**src/rtl/draw_pkg.sv**
```systemverilog
// Shared types and helpers for the line-draw pixel writer: FSM states, pixel format
// constants and the nibble-mask / colour-replication lookups.
package draw_pkg;

  localparam int unsigned DATAW = 16;
  localparam int unsigned MASKW = 4;

  localparam logic BPP4 = 1'b0;
  localparam logic BPP8 = 1'b1;

  // Leftmost-pixel masks; [3] covers data bits 15:12.
  localparam logic [MASKW-1:0] MASK_4BPP_LEFT  = 4'b1000;
  localparam logic [MASKW-1:0] MASK_8BPP_LEFT  = 4'b1100;
  localparam logic [MASKW-1:0] MASK_8BPP_RIGHT = 4'b0011;

  typedef enum logic [1:0] {
    ST_IDLE  = 2'd0,
    ST_CALC  = 2'd1,
    ST_WRITE = 2'd2,
    ST_ACCUM = 2'd3
  } state_e;

  function automatic logic [MASKW-1:0] pix_mask(input logic bpp8, input logic [1:0] xlo);
    if (bpp8 == BPP4) return MASK_4BPP_LEFT >> xlo;
    return xlo[0] ? MASK_8BPP_RIGHT : MASK_8BPP_LEFT;
  endfunction

  function automatic logic [DATAW-1:0] pix_data(input logic bpp8, input logic [7:0] color);
    return (bpp8 == BPP8) ? {color, color} : {4{color[3:0]}};
  endfunction

endpackage

```
**src/rtl/draw_pixel_writer_if.sv**
```systemverilog
// VRAM write-request bus between the pixel writer (master) and the VRAM arbiter (slave).
interface draw_pixel_writer_if
  import draw_pkg::*;
#(
  parameter int unsigned ADDRW = 16
);
  logic             wr;
  logic [ADDRW-1:0] addr;
  logic [DATAW-1:0] data;
  logic [MASKW-1:0] mask;
  logic             ack;

  modport master (output wr, addr, data, mask, input ack);
  modport slave  (input wr, addr, data, mask, output ack);
endinterface

```
**src/rtl/draw_pixel_addr.sv**
```systemverilog
// Registered VRAM word address: base + y*stride + word offset of x, captured on load.
module draw_pixel_addr
  import draw_pkg::*;
#(
  parameter int unsigned CORDW = 10,
  parameter int unsigned ADDRW = 16
) (
  input  logic                    clk,
  input  logic                    reset_n_i,
  input  logic                    load,
  input  logic signed [CORDW-1:0] x,
  input  logic signed [CORDW-1:0] y,
  input  logic [ADDRW-1:0]        base,
  input  logic [ADDRW-1:0]        stride,
  input  logic                    bpp8,
  output logic [ADDRW-1:0]        addr
);

  logic [ADDRW-1:0] x_word;
  logic [ADDRW-1:0] y_off;

  // Only in-clip (non-negative) coordinates are ever consumed, so plain shifts suffice.
  always_comb begin
    x_word = (bpp8 == BPP8) ? ADDRW'($unsigned(x) >> 1) : ADDRW'($unsigned(x) >> 2);
    y_off  = ADDRW'($unsigned(y)) * stride;
  end

  always_ff @(posedge clk or negedge reset_n_i) begin
    if (!reset_n_i) begin
      addr <= '0;
    end else if (load) begin
      addr <= base + y_off + x_word;
    end
  end

endmodule

```
**src/rtl/draw_pixel_writer.sv**
```systemverilog
// Pixel-stream consumer: clips (x,y), builds VRAM word address/mask/data and issues held
// write requests. Define PIXEL_COALESCE_EN to merge pixels of one word into a single write.
module draw_pixel_writer
  import draw_pkg::*;
#(
  parameter int unsigned CORDW = 10,
  parameter int unsigned ADDRW = 16
) (
  input  logic                    clk,
  input  logic                    reset_n_i,
  input  logic                    pixel_valid_i,
  output logic                    ready_o,
  input  logic signed [CORDW-1:0] x_i,
  input  logic signed [CORDW-1:0] y_i,
  input  logic                    flush_i,
  input  logic [ADDRW-1:0]        base_i,
  input  logic [ADDRW-1:0]        stride_i,
  input  logic [CORDW-1:0]        width_i,
  input  logic [CORDW-1:0]        height_i,
  input  logic                    bpp8_i,
  input  logic [7:0]              color_i,
  draw_pixel_writer_if.master     vram,
  output logic                    busy_o
);

  state_e           state_q, state_d;
  logic             ready_q;
  logic             accept, in_clip, load;
  logic             bpp8_q;
  logic [7:0]       color_q;
  logic [1:0]       xlo_q;
  logic [ADDRW-1:0] calc_addr;
  logic [ADDRW-1:0] addr_d;
  logic [DATAW-1:0] data_d;
  logic [MASKW-1:0] mask_d;

  assign accept  = pixel_valid_i && ready_o;
  assign load    = (state_q == ST_IDLE) && accept;
  assign in_clip = !x_i[CORDW-1] && !y_i[CORDW-1] &&
                   ($unsigned(x_i) < width_i) && ($unsigned(y_i) < height_i);

`ifdef PIXEL_COALESCE_EN
  logic signed [CORDW-1:0] xw_q, yw_q, xw_in, xw_cur;
  logic                    match;

  // Word column of the live coordinate: at accept with the live format, in ACCUM with the held one.
  assign xw_in  = (bpp8_i == BPP8) ? (x_i >>> 1) : (x_i >>> 2);
  assign xw_cur = (bpp8_q == BPP8) ? (x_i >>> 1) : (x_i >>> 2);
  assign match  = (state_q == ST_ACCUM) && (y_i == yw_q) && (xw_cur == xw_q);
  // Flush wins over a same-cycle pixel, so the handshake closes while it is high.
  assign ready_o = ready_q || (match && !flush_i);
`else
  logic unused_flush;
  assign unused_flush = flush_i;
  assign ready_o      = ready_q;
`endif

  draw_pixel_addr #(
    .CORDW (CORDW),
    .ADDRW (ADDRW)
  ) u_addr (
    .clk       (clk),
    .reset_n_i (reset_n_i),
    .load      (load),
    .x         (x_i),
    .y         (y_i),
    .base      (base_i),
    .stride    (stride_i),
    .bpp8      (bpp8_i),
    .addr      (calc_addr)
  );

  // Next state and next values of the write-bus registers.
  always_comb begin
    state_d = state_q;
    addr_d  = vram.addr;
    data_d  = vram.data;
    mask_d  = vram.mask;
    case (state_q)
      ST_IDLE: begin
        if (accept && in_clip) state_d = ST_CALC;
      end
      ST_CALC: begin
        addr_d = calc_addr;
        data_d = pix_data(bpp8_q, color_q);
        mask_d = pix_mask(bpp8_q, xlo_q);
`ifdef PIXEL_COALESCE_EN
        state_d = ST_ACCUM;
`else
        state_d = ST_WRITE;
`endif
      end
      ST_WRITE: begin
        if (vram.ack) state_d = ST_IDLE;
      end
      ST_ACCUM: begin
`ifdef PIXEL_COALESCE_EN
        if (flush_i || !match) begin
          state_d = ST_WRITE;
        end else if (accept && in_clip) begin
          mask_d = vram.mask | pix_mask(bpp8_q, x_i[1:0]);
        end
`else
        state_d = ST_IDLE;
`endif
      end
      default: state_d = ST_IDLE;
    endcase
  end

  always_ff @(posedge clk or negedge reset_n_i) begin
    if (!reset_n_i) begin
      state_q   <= ST_IDLE;
      ready_q   <= 1'b1;
      busy_o    <= 1'b0;
      vram.wr   <= 1'b0;
      vram.addr <= '0;
      vram.data <= '0;
      vram.mask <= '0;
    end else begin
      state_q   <= state_d;
      ready_q   <= (state_d == ST_IDLE);
      busy_o    <= (state_d != ST_IDLE);
      vram.wr   <= (state_d == ST_WRITE);
      vram.addr <= addr_d;
      vram.data <= data_d;
      vram.mask <= mask_d;
    end
  end

  // Per-pixel attributes captured at accept and held for the rest of the transaction.
  always_ff @(posedge clk or negedge reset_n_i) begin
    if (!reset_n_i) begin
      bpp8_q  <= BPP4;
      color_q <= '0;
      xlo_q   <= '0;
`ifdef PIXEL_COALESCE_EN
      xw_q    <= '0;
      yw_q    <= '0;
`endif
    end else if (load) begin
      bpp8_q  <= bpp8_i;
      color_q <= color_i;
      xlo_q   <= x_i[1:0];
`ifdef PIXEL_COALESCE_EN
      xw_q    <= xw_in;
      yw_q    <= y_i;
`endif
    end
  end

endmodule

```
**src/flat_wrapper.sv**
```systemverilog
// flat-port wrapper written by rule: the top's interface ports become plain ports
module draw_pixel_writer_flat import draw_pkg::*;
#(
  parameter int unsigned CORDW = 10,
  parameter int unsigned ADDRW = 16
)
  (clk, reset_n_i, pixel_valid_i, ready_o, x_i, y_i, flush_i, base_i, stride_i, width_i, height_i, bpp8_i, color_i, busy_o, vram_wr, vram_addr, vram_data, vram_mask, vram_ack);
  draw_pixel_writer_if #(.ADDRW(ADDRW)) vram_i ();
  input  logic clk;
  input  logic reset_n_i;
  input  logic pixel_valid_i;
  output logic ready_o;
  input  logic signed [CORDW-1:0] x_i;
  input  logic signed [CORDW-1:0] y_i;
  input  logic flush_i;
  input  logic [ADDRW-1:0] base_i;
  input  logic [ADDRW-1:0] stride_i;
  input  logic [CORDW-1:0] width_i;
  input  logic [CORDW-1:0] height_i;
  input  logic bpp8_i;
  input  logic [7:0] color_i;
  output logic busy_o;
  output wire logic [$bits(vram_i.wr)-1:0] vram_wr;
  output wire logic [$bits(vram_i.addr)-1:0] vram_addr;
  output wire logic [$bits(vram_i.data)-1:0] vram_data;
  output wire logic [$bits(vram_i.mask)-1:0] vram_mask;
  input wire logic [$bits(vram_i.ack)-1:0] vram_ack;
  assign vram_wr = vram_i.wr;
  assign vram_addr = vram_i.addr;
  assign vram_data = vram_i.data;
  assign vram_mask = vram_i.mask;
  assign vram_i.ack = vram_ack;
  draw_pixel_writer #(.CORDW(CORDW), .ADDRW(ADDRW)) u_core (.clk(clk), .reset_n_i(reset_n_i), .pixel_valid_i(pixel_valid_i), .ready_o(ready_o), .x_i(x_i), .y_i(y_i), .flush_i(flush_i), .base_i(base_i), .stride_i(stride_i), .width_i(width_i), .height_i(height_i), .bpp8_i(bpp8_i), .color_i(color_i), .vram(vram_i), .busy_o(busy_o));
endmodule
```
**config.mk**
```make
export PLATFORM = sky130hd
export DESIGN_NAME = draw_pixel_writer_flat
export DESIGN_NICKNAME = d
export VERILOG_FILES = /design/src/rtl/draw_pkg.sv /design/src/rtl/draw_pixel_writer_if.sv /design/src/rtl/draw_pixel_addr.sv /design/src/rtl/draw_pixel_writer.sv /design/src/flat_wrapper.sv
export SDC_FILE = /design/constraint.sdc
export NUM_CORES = 1
export LEC_CHECK = 0
export ABC_AREA = 1
export CORE_MARGIN = 4
export CORE_UTILIZATION = 50
export CTS_CLUSTER_DIAMETER = 120
export DETAILED_ROUTE_END_ITERATION = 8
export GPL_TIMING_DRIVEN = 0
export PLACE_DENSITY = 0.76
export SLEW_MARGIN = 40
export SYNTH_ARGS = -nofsm -noshare
export SYNTH_HDL_FRONTEND = slang
export SYNTH_HIERARCHICAL = 1
export SYNTH_SLANG_ARGS = --single-unit
```
**constraint.sdc**
```tcl
create_clock -name clk -period 1.72 [get_ports clk]
set_input_delay 0.258 -clock clk [delete_from_list [all_inputs] [get_ports clk]]
set_output_delay 0.258 -clock clk [all_outputs]
set_load 0.03 [all_outputs]
```
==> impl_metrics.py <==
metrics = {
    "outcome": {
        "status": "finished, violations left",
        "violations": "negative setup slack",
    },
    "critical_path": {
        "cp-start-kind": "input pin",
        "cp_data_required_time_ps": 1950,
        "cp_data_arrival_time_ps": 4430,
        "cp_slowest_cell": "fa_1",
        "worstSetupEndpointType": "flip-flop",
        "path_max_fanout": 7,
        "path_class": "input pin to flip-flop",
        "path_cells": "buf_12, clkbuf_16, buf_6, nand2_4, fa_1, inv_2, fa_1, fa_1, fa_1, inv_1, fa_1, inv_2, ha_4, nand2_1, nor3_2, nand3_1, nand3_1, nand2_2, a31oi_1",
        "cp_common_cell": "fa_1",
        "cp_slowest_stage_delay_ps": 560,
    },
    "yosys": {
        "yosys.area_share.simple": 0.230,
        "synth-compound-area-share": 0.0422,
        "synth_xor_area_frac": 0.0131,
        "synth.area.mux_share": 0.00290,
        "synth_cell_types": 32,
        "synth_commonest_cells": "nand2_1, inv_1, fa_1",
        "syn-num-nets": 1213,
        "synth_top_family_by_area": "adder cells",
        "synth_area_per_cell_sq_um": 7.49,
        "syn_inst": 979,
        "synth.most_common_cell": "nand2_1",
        "synth_ff_type": "dfrtp_1",
        "ys_ff_latch": 60,
        "synth_top_cell_by_area": "fa_1",
        "synth_async_sr_flop_share": 1.00,
        "synth.area.top_cells": "fa_1, dfrtp_1, nand2_1, inv_1, ha_1",
        "ys.warnings.count": 6,
        "syn_area_sq_um": 7330,
        "seq_area_frac_synth": 0.205,
        "yosysTopAreaCellShare": 0.254,
        "synth-edff-count": 0,
        "synth-adder-area-share": 0.348,
    },
    "finish": {
        "layout-drive-gt1-share": 0.266,
        "diodes": 0,
        "final_nets": 1393,
        "final_cell_area_sq_um": 10500,
        "nFillCells": 1012,
        "areaGrowthSynthToFinish_pct": 43.9,
    },
    "drt": {
        "drc": 0,
        "firstDrtPassIters": 5,
        "ant_nets": 0,
        "vias": 6581,
        "wire_per_inst_um": 14.8,
        "drt_iter0_drc": 358,
        "viasPerCell": 4.90,
        "wirelength_um": 19900,
    },
    "sta": {
        "hold_viol": 0,
        "setup_viol": 14,
        "fin_crit_ps": 4200,
        "grt_setup_unrepaired": "true",
        "fmax_mhz": 238,
        "fin_ws_ps": -2480,
        "skew_ps": 4.44,
        "drv_slew": 0,
        "setup-tns-final_ps": -26670,
        "relSlewSlack": 0.717,
        "timing.final.crit_share": 2.44,
        "worstMarginPinSlew_ps": 425,
    },
    "pwr": {
        "power_density_nw_per_um2": 1920,
        "p_leak_uw": 0.00577,
        "power.share.switching": 0.474,
        "p_int_uw": 10600,
        "vdd_ir_drop_max_mv": 1.29,
        "pwr-share-comb": 0.788,
        "switchingPower_uw": 9610,
        "power_frac_seq": 0.115,
        "p_clk_frac": 0.097,
    },
    "die": {
        "die_w_um": 129,
        "start_util": 0.520,
        "die_h_um": 129,
        "pin_count": 125,
        "num_rows": 43,
        "fp.dieArea_sq_um": 16700,
        "coreArea_sq_um": 14100,
    },
    "clock_network": {
        "numCtsBuffers": 9,
        "cts.reportedPaths.clkPinSlew_ps": 50,
        "clockRootBuffer": "clkbuf_16",
        "worstSkewPairLatency_ps": 330,
        "tritoncts": "yes",
        "clkSinkCount": 60,
        "clk_path_buf_depth": 2,
        "cts_htree_levels": 3,
    },
    "grt": {
        "grt_max_degree": 34,
        "grt_pass1_vias": 6712,
        "grt_use_total": 0.242,
        "grt_pass1_wl_um": 32200,
        "antenna_found_initial": 0,
        "overflow": 0,
    },
    "flow_run": {
        "maxCapViolCount": 0,
    },
    "placement": {
        "io_buffers": 114,
        "dp_hpwl_um": 14600,
        "globalplace.congestion": 0.871,
        "placed_cell_area_sq_um": 9310,
    },
    "worst_hold_path": {
        "hp-class": "input pin to flip-flop",
    },
}
stage by stage:
stage,hold WS (ps),power (uW),std cells,util,worst slack (ps)
final,193,20300,1344,0.748,-2480
after global routing,218,21800,1344,0.748,-2640
after CTS,180,18500,1336,0.733,-2410
after detailed placement,223,14400,1274,0.660,-3420
after global placement,454,14200,1273,0.659,-3400
after floorplan,-37.6,11400,979,-,-2400
cell usage in the layout (no fill, tap or decap), types with 6 or more instances in the layout:
master	count
a21oi_2	6
buf_12	6
buf_2	11
buf_4	51
buf_6	18
buf_8	9
clkbuf_16	18
clkbuf_8	7
clkdlybuf4s50_1	77
dfrtp_1	59
dlygate4sd2_1	16
fa_1	81
fa_2	12
ha_1	32
ha_4	21
inv_1	195
inv_2	48
nand2_1	292
nand2_2	32
nand2_4	16
nand3_1	15
nand3_2	6
nor2_1	31
o21ai_0	17
o21ai_1	7
o21ai_2	6
xnor2_1	6
path summary, 6_finish.rpt:
check | start | endpoint | slack [ps] | cells past startpoint
max in group asynchronous | reset_n_i | u_core/u_addr/addr[12] | 810 | 3
worst min-delay path | bpp8_i | u_core/bpp8_q | 190 | 3
worst min register to register | u_core/vram.addr[13] | u_core/vram.addr[13] | 470 | 2
worst max register to register | u_core/ready_o | u_core/u_addr/addr[14] | 60 | 8
min in group asynchronous | reset_n_i | u_core/vram.mask[1] | 410 | 2
worst max-delay path | y_i[4] | u_core/u_addr/addr[14] | -2480 | 19
cell type report:
class	instances	area, sq um	area share
multi-input combinational	632	5390	0.511
timing repair buffer	175	1720	0.163
sequential	60	1500	0.143
inverter	247	941	0.0892
buffer	34	430	0.0408
clock buffer	12	267	0.0253
tap	180	225	0.0214
clock inverter	4	70.1	0.00664
per-layer routing:
layer	wire, um	GRT usage	vias to the layer above
met4	524	0.0840	0
met3	1040	0.0330	42
li1	-	-	3200
met1	7870	0.291	3099
met2	10500	0.444	240
met5	0	0	-
power groups by stage:
| stage | clock (uW) | combinational, uW | sequential, uW |
|---|---|---|---|
| 6_report | 1970 | 16000 | 2330 |
| 5_1_grt | 2060 | 17400 | 2390 |
| 4_1_cts | 1990 | 14200 | 2330 |
| 3_5_place_dp | 0 | 12100 | 2340 |
| 3_3_place_gp | 0 | 11900 | 2320 |
| 2_1_floorplan | 0 | 8460 | 2920 |
logic make-up after synthesis:
| family | after synthesis |
|---|---|
| buf+inv | 287 |
| fa+ha+maj | 148 |
| xor+xnor | 11 |
| mux | 2 |
| compound gates | 57 |
| simple gates | 414 |
| flops | 60 |
worst max-delay path, delay by kind of cell:
| family | cells | cell delay [ps] |
|---|---|---|
| simple gates | 6 | 630 |
| fa+ha+maj | 6 | 2880 |
| buf+inv | 6 | 460 |
| compound gates | 1 | 180 |
flip-flops by register name, indices dropped and copies added, names as in the netlist:
register            cells
u_core/bpp8_q           1
u_core/busy_o           1
u_core/color_q          8
u_core/ready_o          1
u_core/state_q          2
u_core/u_addr/addr     16
u_core/vram.addr       16
u_core/vram.data        8
u_core/vram.mask        4
u_core/vram.wr          1
u_core/xlo_q            2
what timing repair did:
item	CTS	global route
hold buffers	1	0
pin swaps	80	70
setup buffers	45	13
gates cloned	3	0
resized for setup	210	61
endpoints found under the setup margin	25	16
hold endpoints to repair	31	0
No activity file was read; power rests on OpenSTA's default activity.
